File: src/rtl/dmem_store_buffer_if.sv
// Bundles the core memory-stage port and the req/ack data bus of the store buffer.
// Bus handshake: bus_req qualifies bus_we/bus_addr/bus_wdata, which stay stable until the cycle bus_ack is high.
interface dmem_store_buffer_if;
    logic        cpu_memen;
    logic        cpu_memwrite;
    logic [31:0] cpu_addr;
    logic [31:0] cpu_wdata;
    logic [31:0] cpu_rdata;
    logic        cpu_stall;
    logic        sb_empty;
    logic        bus_req;
    logic        bus_we;
    logic [31:0] bus_addr;
    logic [31:0] bus_wdata;
    logic        bus_ack;
    logic [31:0] bus_rdata;

    modport slave (
        input  cpu_memen, cpu_memwrite, cpu_addr, cpu_wdata, bus_ack, bus_rdata,
        output cpu_rdata, cpu_stall, sb_empty, bus_req, bus_we, bus_addr, bus_wdata
    );

    modport master (
        output cpu_memen, cpu_memwrite, cpu_addr, cpu_wdata, bus_ack, bus_rdata,
        input  cpu_rdata, cpu_stall, sb_empty, bus_req, bus_we, bus_addr, bus_wdata
    );
endinterface

File: src/rtl/dmem_store_buffer.sv
// Posted-store buffer in front of the data bus: stores queue in a FIFO and drain in the
// background, loads forward from buffered stores or stall for a bus read.
module dmem_store_buffer #(
    parameter int DEPTH = 4
) (
    input  logic                         clk_i,
    input  logic                         rst_ni,
    dmem_store_buffer_if.slave           mem_if,
    output logic [1:0]                   dbg_state_o,
    output logic [$clog2(DEPTH+1)-1:0]   dbg_count_o
);
    localparam int PTR_W = $clog2(DEPTH);
    localparam int CNT_W = $clog2(DEPTH + 1);

    typedef enum logic [1:0] {
        S_IDLE = 2'd0,
        S_WR   = 2'd1,
        S_RD   = 2'd2
    } state_e;

    state_e             state_q;
    logic [29:0]        addr_mem_q [DEPTH];
    logic [31:0]        data_mem_q [DEPTH];
    logic [PTR_W-1:0]   head_q, tail_q;
    logic [CNT_W-1:0]   count_q;
    logic               bus_req_q, bus_we_q;
    logic [31:0]        bus_addr_q, bus_wdata_q;

    logic               is_load, is_store, full, load_miss;
    logic               wr_ack, rd_ack, push, pop;
    logic               fwd_hit;
    logic [31:0]        fwd_data;
    logic               have_first, have_second;
    logic [29:0]        first_addr, second_addr;
    logic [31:0]        first_data, second_data;
    logic [PTR_W-1:0]   head_nxt;
    logic               unused_addr_lsbs;

    assign unused_addr_lsbs = ^mem_if.cpu_addr[1:0];

    assign is_load   = mem_if.cpu_memen & ~mem_if.cpu_memwrite;
    assign is_store  = mem_if.cpu_memen &  mem_if.cpu_memwrite;
    assign full      = (count_q == CNT_W'(DEPTH));
    assign wr_ack    = (state_q == S_WR) & mem_if.bus_ack;
    assign rd_ack    = (state_q == S_RD) & mem_if.bus_ack;
    assign push      = is_store & (~full | wr_ack);
    assign pop       = wr_ack;
    assign load_miss = is_load & ~fwd_hit;
    assign head_nxt  = head_q + PTR_W'(1);

    // Oldest-to-youngest scan so the youngest matching store wins; the in-flight head is included.
    always_comb begin
        fwd_hit  = 1'b0;
        fwd_data = '0;
        for (int i = 0; i < DEPTH; i++) begin
            if ((CNT_W'(i) < count_q) &&
                (addr_mem_q[head_q + PTR_W'(i)] == mem_if.cpu_addr[31:2])) begin
                fwd_hit  = 1'b1;
                fwd_data = data_mem_q[head_q + PTR_W'(i)];
            end
        end
    end

    // Next write candidates; a store pushed this cycle can be issued directly when the FIFO runs dry.
    assign have_first  = (count_q != '0) | push;
    assign first_addr  = (count_q != '0) ? addr_mem_q[head_q] : mem_if.cpu_addr[31:2];
    assign first_data  = (count_q != '0) ? data_mem_q[head_q] : mem_if.cpu_wdata;
    assign have_second = (count_q > CNT_W'(1)) | push;
    assign second_addr = (count_q > CNT_W'(1)) ? addr_mem_q[head_nxt] : mem_if.cpu_addr[31:2];
    assign second_data = (count_q > CNT_W'(1)) ? data_mem_q[head_nxt] : mem_if.cpu_wdata;

    always_ff @(posedge clk_i) begin
        if (push) begin
            addr_mem_q[tail_q] <= mem_if.cpu_addr[31:2];
            data_mem_q[tail_q] <= mem_if.cpu_wdata;
        end
    end

    always_ff @(posedge clk_i or negedge rst_ni) begin
        if (!rst_ni) begin
            head_q  <= '0;
            tail_q  <= '0;
            count_q <= '0;
        end else begin
            if (push) tail_q <= tail_q + PTR_W'(1);
            if (pop)  head_q <= head_nxt;
            count_q <= count_q + CNT_W'(push) - CNT_W'(pop);
        end
    end

    always_ff @(posedge clk_i or negedge rst_ni) begin
        if (!rst_ni) begin
            state_q     <= S_IDLE;
            bus_req_q   <= 1'b0;
            bus_we_q    <= 1'b0;
            bus_addr_q  <= '0;
            bus_wdata_q <= '0;
        end else begin
            case (state_q)
                S_IDLE: begin
                    if (load_miss) begin
                        state_q    <= S_RD;
                        bus_req_q  <= 1'b1;
                        bus_we_q   <= 1'b0;
                        bus_addr_q <= {mem_if.cpu_addr[31:2], 2'b00};
                    end else if (have_first) begin
                        state_q     <= S_WR;
                        bus_req_q   <= 1'b1;
                        bus_we_q    <= 1'b1;
                        bus_addr_q  <= {first_addr, 2'b00};
                        bus_wdata_q <= first_data;
                    end
                end
                S_WR: begin
                    if (wr_ack) begin
                        if (load_miss) begin
                            state_q    <= S_RD;
                            bus_we_q   <= 1'b0;
                            bus_addr_q <= {mem_if.cpu_addr[31:2], 2'b00};
                        end else if (have_second) begin
                            bus_addr_q  <= {second_addr, 2'b00};
                            bus_wdata_q <= second_data;
                        end else begin
                            state_q   <= S_IDLE;
                            bus_req_q <= 1'b0;
                            bus_we_q  <= 1'b0;
                        end
                    end
                end
                S_RD: begin
                    if (rd_ack) begin
                        if (have_first) begin
                            state_q     <= S_WR;
                            bus_we_q    <= 1'b1;
                            bus_addr_q  <= {first_addr, 2'b00};
                            bus_wdata_q <= first_data;
                        end else begin
                            state_q   <= S_IDLE;
                            bus_req_q <= 1'b0;
                        end
                    end
                end
                default: begin
                    state_q   <= S_IDLE;
                    bus_req_q <= 1'b0;
                    bus_we_q  <= 1'b0;
                end
            endcase
        end
    end

    always_comb begin
        mem_if.cpu_rdata = '0;
        if (is_load && fwd_hit)        mem_if.cpu_rdata = fwd_data;
        else if (load_miss && rd_ack)  mem_if.cpu_rdata = mem_if.bus_rdata;
    end

    // Gated by reset so a load presented during reset does not freeze the core.
    assign mem_if.cpu_stall = rst_ni & ((load_miss & ~rd_ack) | (is_store & full & ~wr_ack));
    assign mem_if.sb_empty  = (count_q == '0) && (state_q != S_WR);
    assign mem_if.bus_req   = bus_req_q;
    assign mem_if.bus_we    = bus_we_q;
    assign mem_if.bus_addr  = bus_addr_q;
    assign mem_if.bus_wdata = bus_wdata_q;
    assign dbg_state_o      = state_q;
    assign dbg_count_o      = count_q;
endmodule

File: src/flat_wrapper.sv
// flat-port wrapper written by rule: the top's interface ports become plain ports
module dmem_store_buffer_flat 
#(
    parameter int DEPTH = 4
)
  (clk_i, rst_ni, dbg_state_o, dbg_count_o, mem_if_cpu_memen, mem_if_cpu_memwrite, mem_if_cpu_addr, mem_if_cpu_wdata, mem_if_bus_ack, mem_if_bus_rdata, mem_if_cpu_rdata, mem_if_cpu_stall, mem_if_sb_empty, mem_if_bus_req, mem_if_bus_we, mem_if_bus_addr, mem_if_bus_wdata);
  dmem_store_buffer_if mem_if_i ();
  input  logic clk_i;
  input  logic rst_ni;
  output logic [1:0] dbg_state_o;
  output logic [$clog2(DEPTH+1)-1:0] dbg_count_o;
  input wire logic [$bits(mem_if_i.cpu_memen)-1:0] mem_if_cpu_memen;
  input wire logic [$bits(mem_if_i.cpu_memwrite)-1:0] mem_if_cpu_memwrite;
  input wire logic [$bits(mem_if_i.cpu_addr)-1:0] mem_if_cpu_addr;
  input wire logic [$bits(mem_if_i.cpu_wdata)-1:0] mem_if_cpu_wdata;
  input wire logic [$bits(mem_if_i.bus_ack)-1:0] mem_if_bus_ack;
  input wire logic [$bits(mem_if_i.bus_rdata)-1:0] mem_if_bus_rdata;
  output wire logic [$bits(mem_if_i.cpu_rdata)-1:0] mem_if_cpu_rdata;
  output wire logic [$bits(mem_if_i.cpu_stall)-1:0] mem_if_cpu_stall;
  output wire logic [$bits(mem_if_i.sb_empty)-1:0] mem_if_sb_empty;
  output wire logic [$bits(mem_if_i.bus_req)-1:0] mem_if_bus_req;
  output wire logic [$bits(mem_if_i.bus_we)-1:0] mem_if_bus_we;
  output wire logic [$bits(mem_if_i.bus_addr)-1:0] mem_if_bus_addr;
  output wire logic [$bits(mem_if_i.bus_wdata)-1:0] mem_if_bus_wdata;
  assign mem_if_i.cpu_memen = mem_if_cpu_memen;
  assign mem_if_i.cpu_memwrite = mem_if_cpu_memwrite;
  assign mem_if_i.cpu_addr = mem_if_cpu_addr;
  assign mem_if_i.cpu_wdata = mem_if_cpu_wdata;
  assign mem_if_i.bus_ack = mem_if_bus_ack;
  assign mem_if_i.bus_rdata = mem_if_bus_rdata;
  assign mem_if_cpu_rdata = mem_if_i.cpu_rdata;
  assign mem_if_cpu_stall = mem_if_i.cpu_stall;
  assign mem_if_sb_empty = mem_if_i.sb_empty;
  assign mem_if_bus_req = mem_if_i.bus_req;
  assign mem_if_bus_we = mem_if_i.bus_we;
  assign mem_if_bus_addr = mem_if_i.bus_addr;
  assign mem_if_bus_wdata = mem_if_i.bus_wdata;
  dmem_store_buffer #(.DEPTH(DEPTH)) u_core (.clk_i(clk_i), .rst_ni(rst_ni), .mem_if(mem_if_i), .dbg_state_o(dbg_state_o), .dbg_count_o(dbg_count_o));
endmodule
File: config.mk
export PLATFORM = sky130hd
export DESIGN_NAME = dmem_store_buffer_flat
export DESIGN_NICKNAME = d
export VERILOG_FILES = /design/src/rtl/dmem_store_buffer_if.sv /design/src/rtl/dmem_store_buffer.sv /design/src/flat_wrapper.sv
export SDC_FILE = /design/constraint.sdc
export NUM_CORES = 1
export LEC_CHECK = 0
export ABC_CLOCK_PERIOD_IN_PS = 5350
export CORE_MARGIN = 5
export CORE_UTILIZATION = 41
export DETAILED_ROUTE_END_ITERATION = 12
export GPL_TIMING_DRIVEN = 0
export PLACE_DENSITY = 0.65
export SETUP_SLACK_MARGIN = 0.1
export SKIP_CTS_REPAIR_TIMING = 1
export SLEW_MARGIN = 15
export SYNTH_ARGS = -nofsm -noshare
export SYNTH_HDL_FRONTEND = slang
export SYNTH_SLANG_ARGS = --single-unit
File: constraint.sdc
create_clock -name clk_i -period 5.35 [get_ports clk_i]
set_input_delay 1.07 -clock clk_i [delete_from_list [all_inputs] [get_ports clk_i]]
set_output_delay 1.07 -clock clk_i [all_outputs]
set_load 0.01 [all_outputs]
# After elaboration in Yosys (flattened, before gate mapping)
# Memory sizes are Yosys's and may differ from the RTL's.
# Index checks and enable logic that the tools add are counted.
# word_totals
register_bits	75
mem_bits_rw	248
input_bits	101
output_inout_bits	105
word_cells	126
n_memories	2
# memory_table
name	words	width	rd	rd_ports_with_merged_regs	write_ports	line	source
u_core.data_mem_q	4	32	4	0	1	dmem_store_buffer.sv:23	logic [31:0] data_mem_q [DEPTH];
u_core.addr_mem_q	4	30	4	0	1	dmem_store_buffer.sv:22	logic [29:0] addr_mem_q [DEPTH];
# classes
add_sub_neg	6
order_cmp	5
eq_ne	18
n_mux	52
bitwise	19
n_reduce_logical	16
# ops
cell	n
two-way mux 32 bit	20
one-hot mux 32 bit (3 select lines)	2
equality test 30 bit	4
two-way mux 30 bit	2
two-way mux 1 bit	19
two-way mux 2 bit	6
AND reduction 6 bit	2
AND 1 bit	10
inequality test 2 x 1 -> 1 bit, second input constant	4
inequality test 2 bit, second input constant	4
AND reduction 4 bit	2
logical AND 1 bit	7
< comparator 1 x 3 -> 1 bit, first input constant	2
< comparator 2 x 3 -> 1 bit, first input constant	2
inequality test 3 x 1 -> 1 bit, second input constant	2
one-hot mux 1 bit (3 select lines)	2
one-hot mux 2 bit (3 select lines)	1
nonzero test 3 bit	2
inverter 1 bit	5
adder 2 x 1 -> 2 bit, second input constant	2
adder 2 bit, second input constant	2
OR 1 bit	4
adder 3 x 1 -> 3 bit	1
equality test 3 bit, second input constant	1
8 further kinds	8

# Logic depth before layout (Yosys ltp)
# An unclocked memory read counts as a cell.
# logic_depth
depth_word	12
mapped_depth	19
mapped_depth_nobuf	11

# Worst setup path after synthesis
# Ideal clock, no wire load.
# synth_path
path_kind	input to output
startpoint	input mem_if_cpu_addr[20]
endpoint	output mem_if_cpu_rdata[10]
arrival_time_ns	4.053
t_required_ns	4.280
slack_ns	0.227
stages	13
path_buffers	5
path_cell_list	clkbuf_1 > o221ai_1 > or4_1 > a2111o_1 > or4_1 > clkbuf_1 > and3_4 > buf_6 > and3_1 > clkbuf_1 > clkbuf_1 > a21oi_1 > o21ai_0
# synth_between
elab_chain_cells	11
word_cells_on_any_way	22
cone_classes	4 x eq/ne; 10 x mux; 2 x bitwise; 6 x reduce/logical
# synth_rtl
element	line	source
from (decl)	flat_wrapper.sv:14	input wire logic [$bits(mem_if_i.cpu_addr)-1:0] mem_if_cpu_addr;
equality test 30 bit	dmem_store_buffer.sv:57	(addr_mem_q[head_q + PTR_W'(i)] == mem_if.cpu_addr[31:2])) begin
logical AND 1 bit	dmem_store_buffer.sv:56	if ((CNT_W'(i) < count_q) &&
two-way mux 1 bit (4 in series)	dmem_store_buffer.sv:56	
inverter 1 bit	dmem_store_buffer.sv:48	assign load_miss = is_load & ~fwd_hit;
AND 1 bit	dmem_store_buffer.sv:48	
logical AND 1 bit	dmem_store_buffer.sv:155	else if (load_miss && rd_ack) mem_if.cpu_rdata = mem_if.bus_rdata;
two-way mux 32 bit	dmem_store_buffer.sv:155	
two-way mux 32 bit (*)	dmem_store_buffer.sv:154	if (is_load && fwd_hit) mem_if.cpu_rdata = fwd_data;
to (decl)	flat_wrapper.sv:18	output wire logic [$bits(mem_if_i.cpu_rdata)-1:0] mem_if_cpu_rdata;
# Every way passes the cells marked *; elsewhere a longest branch is shown, timed or not.

# Worst setup path after layout
# layout_path
startpoint	register u_core.head_q[1]
endpoint	output mem_if_cpu_rdata[31]
# layout_between
elab_chain_cells	12
word_cells_on_any_way	27
cone_classes	3 x add/sub; 4 x eq/ne; 10 x mux; 2 x bitwise; 6 x reduce/logical; 2 x memory
# layout_rtl
element	line	source
from (decl)	dmem_store_buffer.sv:24	logic [PTR_W-1:0] head_q, tail_q;
from (signal assigned)	dmem_store_buffer.sv:86	if (pop) head_q <= head_nxt;
adder 2 x 1 -> 2 bit or memory (4 x 30 bit) (tied branches)	-	
memory (4 x 30 bit) or equality test 30 bit (tied branches)	-	
equality test 30 bit or logical AND 1 bit (tied branches)	dmem_store_buffer.sv:57, dmem_store_buffer.sv:56	
logical AND 1 bit or two-way mux 1 bit (tied branches)	dmem_store_buffer.sv:56	
two-way mux 1 bit (3 in series)	dmem_store_buffer.sv:56	
inverter 1 bit	dmem_store_buffer.sv:48	
AND 1 bit	dmem_store_buffer.sv:48	
logical AND 1 bit	dmem_store_buffer.sv:155	
two-way mux 32 bit	dmem_store_buffer.sv:155	
two-way mux 32 bit (*)	dmem_store_buffer.sv:154	
# Marked as above.

==> flow_summary.toml <==
[floorplan]
die_area_mm2 = 0.0584
die_w_um = 242
core_mm2 = 0.0529
ioPinCount = 206
num_rows = 84
initial_core_util_pct = 41.6
die_h_um = 242

[cells_and_area]
final_common_cell = "nand2_1"
diodes = 0
final_cell_mix = "nand2_1 (272), edfxtp_1 (248), mux2i_1 (202)"
nets = 2583
drive_gt1_share_pct = 23.7
synthToLayoutAreaGrowth_pct = 30.2
final_area_mm2 = 0.0287

[sta]
tightest_slew_ps = 1070
rsz0062_at_grt = "true"
tns_ps = -12110
fin_crit_ps = 5780
fmax_mhz = 173
slew_headroom_pct = 28.6
slew_violations = 0
finalSetupViolCount = 33
hold_violations = 0
fin_ws_ps = -432
clock-skew-final_ps = 25.2
finalCritPeriodShare_pct = 108

[clock_network]
clock-sinks = 323
clk_pin_slew_ps = 50
cts_made_buffers = 41
h-tree-depth = 2
cts-root-buf = "clkbuf_16"
clk_latency_ps = 580
cts_tree = "done"
clockBufferDepth = 3

[route]
wirelength_um = 93700
drc = 0
wl_met1_um = 36400
dr_wl_met3_um = 9100
wl_met2_um = 43300
drtIter0Drc = 2649
ant_nets = 0
wl_per_cell_um = 29.4
drt_pre_antenna_iters = 8
dr.max_layer_used = "met4"
vias_per_cell = 6.42
vias = 20477

[placement]
hpwlAfterDp_um = 65800
numPortBuffers = 203
placed_area_mm2 = 0.0250
gp_congestion = 0.984

[power]
power_density_mw_per_mm2 = 610
ir_drop_v = 0.000378
leakagePower_nw = 10.8

[yosys]
synth_top_family_by_area = "multiplexers"
ys_async_sr_fraction_pct = 23.2
synth_ff_type = "edfxtp_1"
syn_inst = 2126
synth_mux_area_share_pct = 22.1
synth-seq-area-share_pct = 42.4
synth_area_mm2 = 0.0220
postSynthAreaPerCell_um2 = 10.3
synth_edf_count = 248
synth.net_count = 2240
synthXorXnorAreaFrac_pct = 4.26
synth_compound_area_share_pct = 15.7
yosys_warnings = 0
yosys.area_share.simple_pct = 10.4
yosys.area_share.adder_pct = 0.774
synth.distinct_cells = 77
ys_ff_latch = 323

[critical_path]
start_kind = "register"
path_class = "register to primary output"
worstSetupEndpointType = "primary output"
slowest_delay_ps = 470
rr_worst_depth = 17
cp_max_fo = 10
worstPathCellList = "buf_12 -> buf_16 -> buf_16 -> buf_16 -> buf_12 -> mux2i_2 -> xnor2_1 -> o41ai_2 -> nand3_2 -> o31a_1 -> and3_4 -> buf_8 -> and3_4 -> buf_12 -> buf_4 -> a21oi_4 -> o21ai_2 -> buf_2"
cp.required_ps = 4280
critPathArrivalTime_ps = 4710
cpMaxStageDelayCell = "o41ai_2"

[global_route]
grt_antenna_before_repair = 0
grt_pass1_wl_um = 132000
grt_max_degree = 42
overflow = 0
first_global_vias = 19417
grtUsageTotal_pct = 29.7

[job]
maxCapViolCount = 0

[status]
outcome = "finished, violations left"
violations = "setup timing"

[min_path]
hold_class = "input pin to async pin"
-- sequential cells by signal, indices dropped and copies added (netlist names) --
name and flops:
u_core.mem_if.bus_wdata 32, u_core.dbg_state_o 2, u_core.dbg_count_o 3, u_core.mem_if.bus_addr 32, u_core.mem_if.bus_req 1, u_core.data_mem_q 128, u_core.addr_mem_q 120, u_core.mem_if.bus_we 1
u_core.tail_q 2, u_core.head_q 2
-- per-layer routing --
layer,global-route usage [%],up-vias
met5,0,-
met4,12.8,0
met3,5.46,257
met2,48.0,1427
met1,39.4,10099
li1,-,8694
-- cell usage after synthesis, types with 13 or more instances --
cell      number  area share [%]
nor2_1       174             3.0
nand2_1      272             4.6
buf_2         22            0.50
a211oi_1      73             2.5
a31oi_1       40             1.1
mux4_2        56             5.7
nand3_1       36            0.82
mux2_4        30             2.0
o21ai_0       99             2.3
mux2_2        56             2.9
a22o_1        15            0.60
xnor2_1       83             3.3
buf_6         14            0.72
mux2i_1      248              11
o31ai_1       57             1.9
nand4_1       13            0.37
a21oi_1      120             2.7
clkbuf_1     127             2.2
inv_1         21            0.36
o211ai_1      33             1.1
buf_1         25            0.43
xor2_1        24            0.96
dfrtp_1       75             8.5
edfxtp_1     248              34
-- cell type report --
class | count | area, um^2
Buffer | 193 | 1440
Multi-Input combinational cell | 1585 | 12700
Clock buffer | 59 | 1170
Fill cell | 4568 | 24200
Tap cell | 688 | 861
Inverter | 24 | 108
Timing Repair Buffer | 301 | 2910
Sequential cell | 323 | 9330
Clock inverter | 15 | 156
-- worst max-delay path, delay by kind of cell (launching register included) --
family	cells	cell delay [ps]
multiplexers	1	390
XOR/XNOR	1	180
buffers and inverters	9	1360
AND/OR/NAND/NOR	3	600
AO/OA/AOI/OAI	4	1100
flip-flops	1	450
-- cells by family after synthesis --
group / after synthesis
AOI/OAI and AO/OA: 525
and+or+nand+nor: 548
DFF: 323
adders and majority gates: 13
buffers and inverters: 218
xor gates and xnor gates: 107
muxes: 392
-- metrics by stage --
step                cells  hold WS (ps)  worst slack [ps]  power [mW]  utilization [%]
floorplan            2126           524               227        9.73                -
global placement     3017           475             -2470        13.1             47.1
detailed placement   3022           474             -2310        13.2             47.3
CTS                  3096           492             -2620        16.0             49.9
global route         3188           516              -462        18.1             54.2
finish               3188           488              -432        17.5             54.2
-- worst paths after layout --
check	to	slack [ps]	from
max	mem_if_cpu_rdata[31]	-430	u_core.head_q[1]
min	u_core.mem_if.bus_wdata[22]	490	rst_ni
max reg2reg	u_core.mem_if.bus_addr[28]	460	u_core.head_q[1]
min reg2reg	u_core.mem_if.bus_addr[0]	490	u_core.mem_if.bus_addr[0]
max in group asynchronous	u_core.mem_if.bus_addr[24]	4170	rst_ni
min in group clk_i	u_core.mem_if.bus_addr[0]	490	u_core.mem_if.bus_addr[0]
-- report_power, final --
group	switching [mW]	total (mW)	internal [mW]
logic	6.28	11.0	4.74
registers	0.423	3.67	3.25
clock network	1.13	2.79	1.66
Power figures use the tool's default switching activity.
